--- src/rtl/ex_pkg.sv ---
// Shared constants for the execute stage: ALU opcodes, forwarding selects, FSM states.
package ex_pkg;

  localparam int unsigned ALUOP_W = 4;
  localparam int unsigned FWD_W   = 2;

  localparam logic [ALUOP_W-1:0] ALU_AND = 4'b0000;
  localparam logic [ALUOP_W-1:0] ALU_OR  = 4'b0001;
  localparam logic [ALUOP_W-1:0] ALU_ADD = 4'b0010;
  localparam logic [ALUOP_W-1:0] ALU_XOR = 4'b0011;
  localparam logic [ALUOP_W-1:0] ALU_SUB = 4'b0110;
  localparam logic [ALUOP_W-1:0] ALU_SLT = 4'b0111;
  localparam logic [ALUOP_W-1:0] ALU_SLL = 4'b1000;
  localparam logic [ALUOP_W-1:0] ALU_SRL = 4'b1001;
  localparam logic [ALUOP_W-1:0] ALU_SRA = 4'b1010;
  localparam logic [ALUOP_W-1:0] ALU_MUL = 4'b1011;
  localparam logic [ALUOP_W-1:0] ALU_NOR = 4'b1100;

  localparam logic [FWD_W-1:0] FWD_RF    = 2'b00;
  localparam logic [FWD_W-1:0] FWD_MEMWB = 2'b01;
  localparam logic [FWD_W-1:0] FWD_EXMEM = 2'b10;

  typedef enum logic {
    ST_IDLE = 1'b0,
    ST_MUL  = 1'b1
  } ex_state_e;

endpackage

--- src/rtl/ex_mul_iter.sv ---
// Shift-add multiplier: loads on i_start, presents the low WIDTH product bits on
// o_product_c while o_done_c is high, and holds there until i_ack.
module ex_mul_iter #(
  parameter int unsigned WIDTH = 32
) (
  input  logic             clk,
  input  logic             rst_n,
  input  logic             i_start,
  input  logic [WIDTH-1:0] i_a,
  input  logic [WIDTH-1:0] i_b,
  input  logic             i_ack,
  output logic             o_done_c,
  output logic [WIDTH-1:0] o_product_c
);

  localparam int unsigned        CNT_W = $clog2(WIDTH);
  localparam logic [CNT_W-1:0]   LAST  = CNT_W'(WIDTH - 1);

  logic [WIDTH-1:0] r_a;
  logic [WIDTH-1:0] r_b;
  logic [WIDTH-1:0] r_acc;
  logic [CNT_W-1:0] r_cnt;
  logic             r_busy;
  logic [WIDTH-1:0] w_partial;

  assign w_partial = r_b[0] ? r_a : '0;

  // The final partial product is added combinationally so the result is ready
  // exactly WIDTH edges after the start edge.
  assign o_done_c    = r_busy && (r_cnt == LAST);
  assign o_product_c = r_acc + w_partial;

  always_ff @(posedge clk or negedge rst_n) begin
    if (!rst_n) begin
      r_a    <= '0;
      r_b    <= '0;
      r_acc  <= '0;
      r_cnt  <= '0;
      r_busy <= 1'b0;
    end else if (i_start) begin
      r_a    <= i_a;
      r_b    <= i_b;
      r_acc  <= '0;
      r_cnt  <= '0;
      r_busy <= 1'b1;
    end else if (r_busy) begin
      if (r_cnt != LAST) begin
        r_acc <= r_acc + w_partial;
        r_a   <= r_a << 1;
        r_b   <= r_b >> 1;
        r_cnt <= r_cnt + CNT_W'(1);
      end else if (i_ack) begin
        r_busy <= 1'b0;
      end
    end
  end

endmodule

--- src/rtl/ex_stage_pipe.sv ---
// Registered MIPS execute stage: forwarding muxes, ALU, valid/ready output register.
// Define EX_MUL_EN to compile in the iterative multiplier and its MUL state.
module ex_stage_pipe
  import ex_pkg::*;
#(
  parameter int unsigned WIDTH      = 32,
  parameter int unsigned REG_ADDR_W = 5
) (
  input  logic                  clk,
  input  logic                  rst_n,
  input  logic                  InValid,
  output logic                  InReady,
  input  logic [WIDTH-1:0]      ReadData1,
  input  logic [WIDTH-1:0]      ReadData2,
  input  logic [WIDTH-1:0]      SignExtImm,
  input  logic [REG_ADDR_W-1:0] Rt,
  input  logic [REG_ADDR_W-1:0] Rd,
  input  logic [ALUOP_W-1:0]    ALUOp,
  input  logic                  RegDst,
  input  logic                  ALUSrc,
  input  logic [FWD_W-1:0]      ForwardA,
  input  logic [FWD_W-1:0]      ForwardB,
  input  logic [WIDTH-1:0]      ExMemResult,
  input  logic [WIDTH-1:0]      MemWbResult,
  output logic                  OutValid,
  input  logic                  OutReady,
  output logic [WIDTH-1:0]      ALUResult,
  output logic [REG_ADDR_W-1:0] WriteReg,
  output logic                  Busy
);

  localparam int unsigned SHAMT_W = $clog2(WIDTH);

  logic [WIDTH-1:0]      w_src_a;
  logic [WIDTH-1:0]      w_fwd_b;
  logic [WIDTH-1:0]      w_src_b;
  logic [SHAMT_W-1:0]    w_shamt;
  logic [WIDTH-1:0]      w_alu_result;
  logic [REG_ADDR_W-1:0] w_wreg;
  logic                  w_accept;
  logic                  w_out_free;
  logic                  w_busy;
  logic                  w_load;
  logic [WIDTH-1:0]      w_load_result;
  logic [REG_ADDR_W-1:0] w_load_wreg;

  logic                  r_out_valid;
  logic [WIDTH-1:0]      r_alu_result;
  logic [REG_ADDR_W-1:0] r_write_reg;

  // Operand forwarding; 11 falls back to the register file like 00.
  always_comb begin
    w_src_a = ReadData1;
    if (ForwardA == FWD_EXMEM)      w_src_a = ExMemResult;
    else if (ForwardA == FWD_MEMWB) w_src_a = MemWbResult;
    w_fwd_b = ReadData2;
    if (ForwardB == FWD_EXMEM)      w_fwd_b = ExMemResult;
    else if (ForwardB == FWD_MEMWB) w_fwd_b = MemWbResult;
  end

  assign w_src_b = ALUSrc ? SignExtImm : w_fwd_b;
  assign w_shamt = w_src_b[SHAMT_W-1:0];
  assign w_wreg  = RegDst ? Rd : Rt;

  // Single-cycle ALU; mul and unknown codes yield zero here.
  always_comb begin
    w_alu_result = '0;
    case (ALUOp)
      ALU_ADD: w_alu_result = w_src_a + w_src_b;
      ALU_SUB: w_alu_result = w_src_a - w_src_b;
      ALU_AND: w_alu_result = w_src_a & w_src_b;
      ALU_OR:  w_alu_result = w_src_a | w_src_b;
      ALU_XOR: w_alu_result = w_src_a ^ w_src_b;
      ALU_NOR: w_alu_result = ~(w_src_a | w_src_b);
      ALU_SLT: w_alu_result = WIDTH'($signed(w_src_a) < $signed(w_src_b));
      ALU_SLL: w_alu_result = w_src_a << w_shamt;
      ALU_SRL: w_alu_result = w_src_a >> w_shamt;
      ALU_SRA: w_alu_result = WIDTH'($signed(w_src_a) >>> w_shamt);
      default: w_alu_result = '0;
    endcase
  end

  assign w_out_free = !r_out_valid || OutReady;
  assign InReady    = !w_busy && w_out_free;
  assign w_accept   = InValid && InReady;

`ifdef EX_MUL_EN
  logic                  w_is_mul;
  logic                  w_mul_start;
  logic                  w_mul_done_c;
  logic                  w_mul_load;
  logic [WIDTH-1:0]      w_mul_product;
  ex_state_e             r_state;
  logic                  r_busy;
  logic [REG_ADDR_W-1:0] r_mul_wreg;

  assign w_is_mul    = (ALUOp == ALU_MUL);
  assign w_mul_start = w_accept && w_is_mul;
  assign w_mul_load  = (r_state == ST_MUL) && w_mul_done_c && w_out_free;

  ex_mul_iter #(
    .WIDTH (WIDTH)
  ) u_mul (
    .clk         (clk),
    .rst_n       (rst_n),
    .i_start     (w_mul_start),
    .i_a         (w_src_a),
    .i_b         (w_src_b),
    .i_ack       (w_mul_load),
    .o_done_c    (w_mul_done_c),
    .o_product_c (w_mul_product)
  );

  // Stage stays in MUL until the product has been handed to the output register.
  always_ff @(posedge clk or negedge rst_n) begin
    if (!rst_n) begin
      r_state    <= ST_IDLE;
      r_busy     <= 1'b0;
      r_mul_wreg <= '0;
    end else begin
      case (r_state)
        ST_IDLE: begin
          if (w_mul_start) begin
            r_state    <= ST_MUL;
            r_busy     <= 1'b1;
            r_mul_wreg <= w_wreg;
          end
        end
        ST_MUL: begin
          if (w_mul_load) begin
            r_state <= ST_IDLE;
            r_busy  <= 1'b0;
          end
        end
        default: begin
          r_state <= ST_IDLE;
          r_busy  <= 1'b0;
        end
      endcase
    end
  end

  assign w_busy        = r_busy;
  assign w_load        = (w_accept && !w_is_mul) || w_mul_load;
  assign w_load_result = w_mul_load ? w_mul_product : w_alu_result;
  assign w_load_wreg   = w_mul_load ? r_mul_wreg : w_wreg;
`else
  assign w_busy        = 1'b0;
  assign w_load        = w_accept;
  assign w_load_result = w_alu_result;
  assign w_load_wreg   = w_wreg;
`endif

  // A load on the same edge as a drain keeps OutValid high with the new result.
  always_ff @(posedge clk or negedge rst_n) begin
    if (!rst_n) begin
      r_out_valid  <= 1'b0;
      r_alu_result <= '0;
      r_write_reg  <= '0;
    end else if (w_load) begin
      r_out_valid  <= 1'b1;
      r_alu_result <= w_load_result;
      r_write_reg  <= w_load_wreg;
    end else if (OutReady) begin
      r_out_valid  <= 1'b0;
    end
  end

  assign OutValid  = r_out_valid;
  assign ALUResult = r_alu_result;
  assign WriteReg  = r_write_reg;
  assign Busy      = w_busy;

endmodule

--- config.mk ---
export PLATFORM = sky130hd
export DESIGN_NAME = ex_stage_pipe
export DESIGN_NICKNAME = d
export VERILOG_FILES = /design/src/rtl/ex_pkg.sv /design/src/rtl/ex_mul_iter.sv /design/src/rtl/ex_stage_pipe.sv
export SDC_FILE = /design/constraint.sdc
export NUM_CORES = 1
export LEC_CHECK = 0
export BUFFER_PORTS_ARGS = -buffer_cell sky130_fd_sc_hd__buf_2
export CORE_UTILIZATION = 52
export DETAILED_ROUTE_END_ITERATION = 8
export PLACE_DENSITY = 0.78
export SLEW_MARGIN = 25
export SYNTH_ARGS = -nofsm -noshare
export SYNTH_HDL_FRONTEND = slang
export SYNTH_SLANG_ARGS = --single-unit
export TNS_END_PERCENT = 100
--- constraint.sdc ---
create_clock -name clk -period 1.6 [get_ports clk]
set_input_delay 0.32 -clock clk [delete_from_list [all_inputs] [get_ports clk]]
set_output_delay 0.32 -clock clk [all_outputs]
set_load 0.005 [all_outputs]
==> impl_metrics.json, run 1 <==
{
  "yosys.area.top_type": "mux2i_1",
  "dp_hpwl_um": 54900,
  "ys_top_cells_by_area": "mux2i_1 15%, ha_1 9.8%, o21ai_0 8.7%",
  "place_congestion": 1.29,
  "grt_pass1_wl_um": 138000,
  "die_h_um": 156,
  "cts_root_buf": "clkbuf_16",
  "error": "[ERROR GRT-0116] Global routing finished with congestion. Check the congestion regions in the DRC Viewer.",
  "num_io_pins": 224,
  "ys.flop_type": "dfrtp_1",
  "dp_worst_setup_slack_ns": -2.75,
  "netlist_area_um2": 12400,
  "grtUsageTotal_pct": 73.9,
  "row_count": 56,
  "outcome": "stopped before the end",
  "synth_cell_types": 78,
  "synth_top_area_share_pct": 14.6,
  "grt_max_degree": 59,
  "netlist_instances": 1834,
  "seq_area_frac_synth_pct": 7.69,
  "grt_pass1_vias": 22740,
  "synth_edf_count": 0,
  "syn_nets": 2117,
  "syn_area_per_cell_um2": 6.74,
  "cts.htree.levels": 2,
  "clkSinkCount": 38,
  "cts_buffer_depth": 2,
  "lastStage": "global routing",
  "yosysWarnings": 0,
  "ys_async_sr_fraction_pct": 100,
  "cts_buffers": 5,
  "synth-seq-cells": 38,
  "grt_overflow": 97,
  "start_util_pct": 52.9,
  "dieWidth_um": 156,
  "numPortBuffers": 222
}
## metrics by stage
step	instance area (um^2)	TNS, ns	std cells	hold slack [ns]	util, %
2_1_floorplan	12800	-60.31	1834	0.0244	-
3_3_place_gp	18200	-69.59	2833	0.292	77.6
3_5_place_dp	18200	-75.28	2833	0.297	77.6
4_1_cts	19300	-56.07	2862	0.258	82.3
## Yosys cell counts, types with 23 or more instances
library cell and instances:
o21ai_0 216, nand2_1 194, mux2i_1 180, a21oi_1 161
nor2_1 139, ha_1 97, inv_1 95, clkbuf_1 93
nor3_1 59, nand3_1 43, mux2_2 41, dfrtp_1 38
o211ai_1 28, a221oi_1 25, buf_2 24, a211oi_1 23
a21o_1 23, a31oi_1 23, buf_1 23
## repair_timing
action                                  in CTS
hold buffers                                 1
gates resized for setup                    193
buffers inserted                            19
pin swaps                                   49
endpoints found under the setup margin      32
gates cloned                                 2
endpoints found under the hold margin       17
## logic make-up after synthesis
kind of cell,count (synthesis),share of synthesized area (%)
buf+inv,241,7.62
compound gates,693,36.2
xor+xnor,17,1.20
mux,221,18.3
fa+ha+maj,99,10.1
other cells,1,0.0303
simple gates,524,18.9
flops,38,7.69
## layer usage
metal	overflow	track usage (%)
met5	2	32.9
met4	30	74.6
met3	4	61.3
met2	61	90.1
met1	0	72.0
==> run 2, diff against run 1 <==
--- a/config.mk
+++ b/config.mk
@@ -6,9 +6,9 @@
 export NUM_CORES = 1
 export LEC_CHECK = 0
 export BUFFER_PORTS_ARGS = -buffer_cell sky130_fd_sc_hd__buf_2
-export CORE_UTILIZATION = 52
+export CORE_UTILIZATION = 37
 export DETAILED_ROUTE_END_ITERATION = 8
-export PLACE_DENSITY = 0.78
+export PLACE_DENSITY_LB_ADDON = 0.15
 export SLEW_MARGIN = 25
 export SYNTH_ARGS = -nofsm -noshare
 export SYNTH_HDL_FRONTEND = slang
==> constraint.sdc (replaced) <==
create_clock -name clk -period 2.1 [get_ports clk]
set_input_delay 0.42 -clock clk [delete_from_list [all_inputs] [get_ports clk]]
set_output_delay 0.42 -clock clk [all_outputs]
set_load 0.005 [all_outputs]
==> run 2 against run 1 <==
The flow now finishes, with violations (negative setup slack). Synthesized cell count unchanged. Area after synthesis unchanged.
==> impl_metrics.json, run 2 <==
{
  "grt_max_degree": 54,
  "yosysMostFrequentCell": "o21ai_0",
  "regToRegStartpoint": "OutValid",
  "netlist_instances": 1834,
  "clk_pin_slew_ns": 0.07,
  "seq_area_frac_synth_pct": 7.69,
  "cts_tree": "yes",
  "cts_buffers": 5,
  "cp_slowest_cell": "o41ai_4",
  "ys_top_cells_by_area": "mux2i_1 15%, ha_1 9.8%, o21ai_0 8.7%",
  "cp_cell_sequence": "buf_12 -> buf_12 -> buf_4 -> mux2_4 -> o21ai_2 -> o21ai_2 -> ha_4 -> nor2b_2 -> or4_4 -> o21ai_4 -> o32ai_4 -> o41ai_4 -> a211oi_2 -> a31o_1 -> or3_4 -> a41oi_2 -> o211ai_1",
  "yosysWarnings": 0,
  "rsz0062_at_grt": "yes",
  "dieWidth_um": 185,
  "die_h_um": 185,
  "cts_buffer_depth": 2,
  "cp_max_fo": 7,
  "setup_viol": 32,
  "grt_overflow": 0,
  "r2r_cells": 11,
  "clock_latency_ns": 0.29,
  "reg2reg_to": "ALUResult[0]",
  "drtAntennaViolNets": 0,
  "synth-seq-cells": 38,
  "dieArea_um2": 34200,
  "netlist_area_um2": 12400,
  "yosys.area.top_type": "mux2i_1",
  "first_pass_iters": 6,
  "grt_pass1_wl_um": 113000,
  "syn_nets": 2117,
  "diodes": 0,
  "final_nets": 2958,
  "pwr-share-comb_pct": 84.5,
  "min_from": "InValid",
  "min_period_ns": 3.93,
  "drv_cap": 0,
  "crit_arrival_ns": 4.09,
  "clkSinkCount": 38,
  "outcome": "finished, violations left",
  "post-route-util_pct": 65.6,
  "antenna_found_initial": 3,
  "power_frac_seq_pct": 8.5,
  "drt-total-wl_um": 78300,
  "ys_async_sr_fraction_pct": 100,
  "drcViolationCount": 0,
  "switching_share_pct": 49.4,
  "startpoint_type": "primary input",
  "numPortBuffers": 222,
  "synth_top_area_share_pct": 14.6,
  "place_congestion": 1.07,
  "vias_per_cell": 6.14,
  "p_leak_nw": 10.3,
  "layout_common_cells": "699 x buf_4, 220 x buf_2, 188 x nand2_1",
  "p_per_area_nw_per_um2": 528,
  "finalHoldViolations": 0,
  "row_count": 66,
  "hold_end": "OutValid",
  "finalCritPeriodShare_pct": 187,
  "cts_root_buf": "clkbuf_16",
  "crit_path_end_kind": "flop",
  "start_util_pct": 37.8,
  "r2r_slack_ns": -0.42,
  "totalPowerFinal_mw": 11.3,
  "hold_slack_ns": 0.349,
  "vias": 19132,
  "wl_per_cell_um": 25.1,
  "synthTopCellsByCount": "216 x o21ai_0, 194 x nand2_1, 180 x mux2i_1, 161 x a21oi_1, 139 x nor2_1",
  "holdPathStages": 2,
  "drv_slew": 0,
  "area_growth_pct": 73.4,
  "power_switching_mw": 5.60,
  "grtUsageTotal_pct": 44.5,
  "synth_cell_types": 78,
  "p_clk_share_pct": 7.0,
  "peakVddDrop_uv": 371,
  "dp_hpwl_um": 63200,
  "slew_headroom_pct": 45.4,
  "power.internal_mw": 5.73,
  "ys.flop_type": "dfrtp_1",
  "cts.htree.levels": 2,
  "drive_gt1_share_pct": 48.1,
  "syn_area_per_cell_um2": 6.74,
  "coreArea_um2": 32700,
  "num_io_pins": 224,
  "fmax_mhz": 254,
  "tightest_slew_ns": 0.810,
  "slowest_delay_ns": 0.52,
  "drt_iter0_markers": 2267,
  "path_class": "in2reg",
  "grt_pass1_vias": 18312,
  "synth_edf_count": 0,
  "cp_data_required_time_ns": 2.26,
  "dp_worst_setup_slack_ns": -2.47,
  "largest_register_ffs": 32,
  "hold_class": "in2reg",
  "violations": "negative setup slack",
  "final_common_cell": "buf_4",
  "nFillCells": 2913,
  "skew_ns": 0.0109,
  "layout_setup_ws_ns": -1.83
}
run 2: area by class of cell:
class | instances | area (um^2) | share of cell area, %
clock inverters | 2 | 12.5 | 0.0583
repair buffers | 976 | 7280 | 33.9
well taps | 442 | 553 | 2.58
inverters | 99 | 385 | 1.80
flip-flops and latches | 38 | 951 | 4.43
clock buffers | 6 | 139 | 0.648
multi-input cells | 1555 | 12100 | 56.6
run 2: cells by family (layout without fill, tap and decap cells):
logic type	after synthesis	count (layout)	synth area share (%)
and+or+nand+nor	524	524	18.9
DFF	38	38	7.69
other	1	1	0.0303
AOI/OAI and AO/OA	693	693	36.2
buffers and inverters	241	1083	7.62
adders and majority gates	99	99	10.1
xor gates and xnor gates	17	17	1.20
muxes	221	221	18.3
run 2: per-stage QoR:
stage	setup TNS (ns)	instance area [um^2]	std cells
final	-46.68	21400	3118
after global routing	-49.42	21400	3118
after CTS	-44.48	20700	3097
after detailed placement	-64.96	19200	3057
after global placement	-62.60	19200	3057
after floorplan	-47.51	12800	1834
run 2: how the worst max path moves through the flow:
stage | from | endpoint | slack, ns | depth (start not counted)
3_5_place_dp | ForwardB[0] | ALUResult[27] | -2.47 | 17
4_1_cts | ForwardB[0] | ALUResult[28] | -1.75 | 16
6_report | ForwardB[0] | ALUResult[26] | -1.83 | 17
5_1_grt | ForwardB[0] | ALUResult[26] | -1.87 | 17
3_3_place_gp | ForwardA[0] | ALUResult[27] | -2.41 | 15
2_1_floorplan | ForwardB[0] | ALUResult[28] | -2.02 | 18
run 2: power by group through the flow:
stage	clock network, mW	registers, mW	logic, mW
floorplan	0	0.938	3.71
global route	0.823	0.972	10.0
global placement	0	0.968	7.88
CTS	0.797	0.958	8.72
detailed placement	0	0.970	7.95
finish	0.795	0.965	9.57
run 2: per-layer routing:
| metal | global-route usage, % | vias up | wire (um) |
|---|---|---|---|
| met4 | 26.8 | 4 | 5950 |
| met5 | 0 | - | 31 |
| met2 | 69.2 | 1281 | 33100 |
| met3 | 8.02 | 280 | 8140 |
| li1 | - | 8536 | - |
| met1 | 57.1 | 9031 | 31100 |
run 2: repair_timing:
item | CTS | global route
pin swaps | 90 | 85
hold buffers | 1 | 0
gates cloned | 3 | 1
endpoints found under the hold margin | 6 | 0
resized for setup | 236 | 141
setup endpoints to repair | 32 | 32
buffers inserted | 34 | 22
run 2: critical path: cells and delay by family:
| family | cells | cell delay (ns) |
|---|---|---|
| muxes | 1 | 0.30 |
| buffers and inverters | 3 | 0.39 |
| adders and majority gates | 1 | 0.29 |
| and+or+nand+nor | 3 | 0.88 |
| AOI/OAI and AO/OA | 9 | 1.80 |
Power figures use the tool's default switching activity.
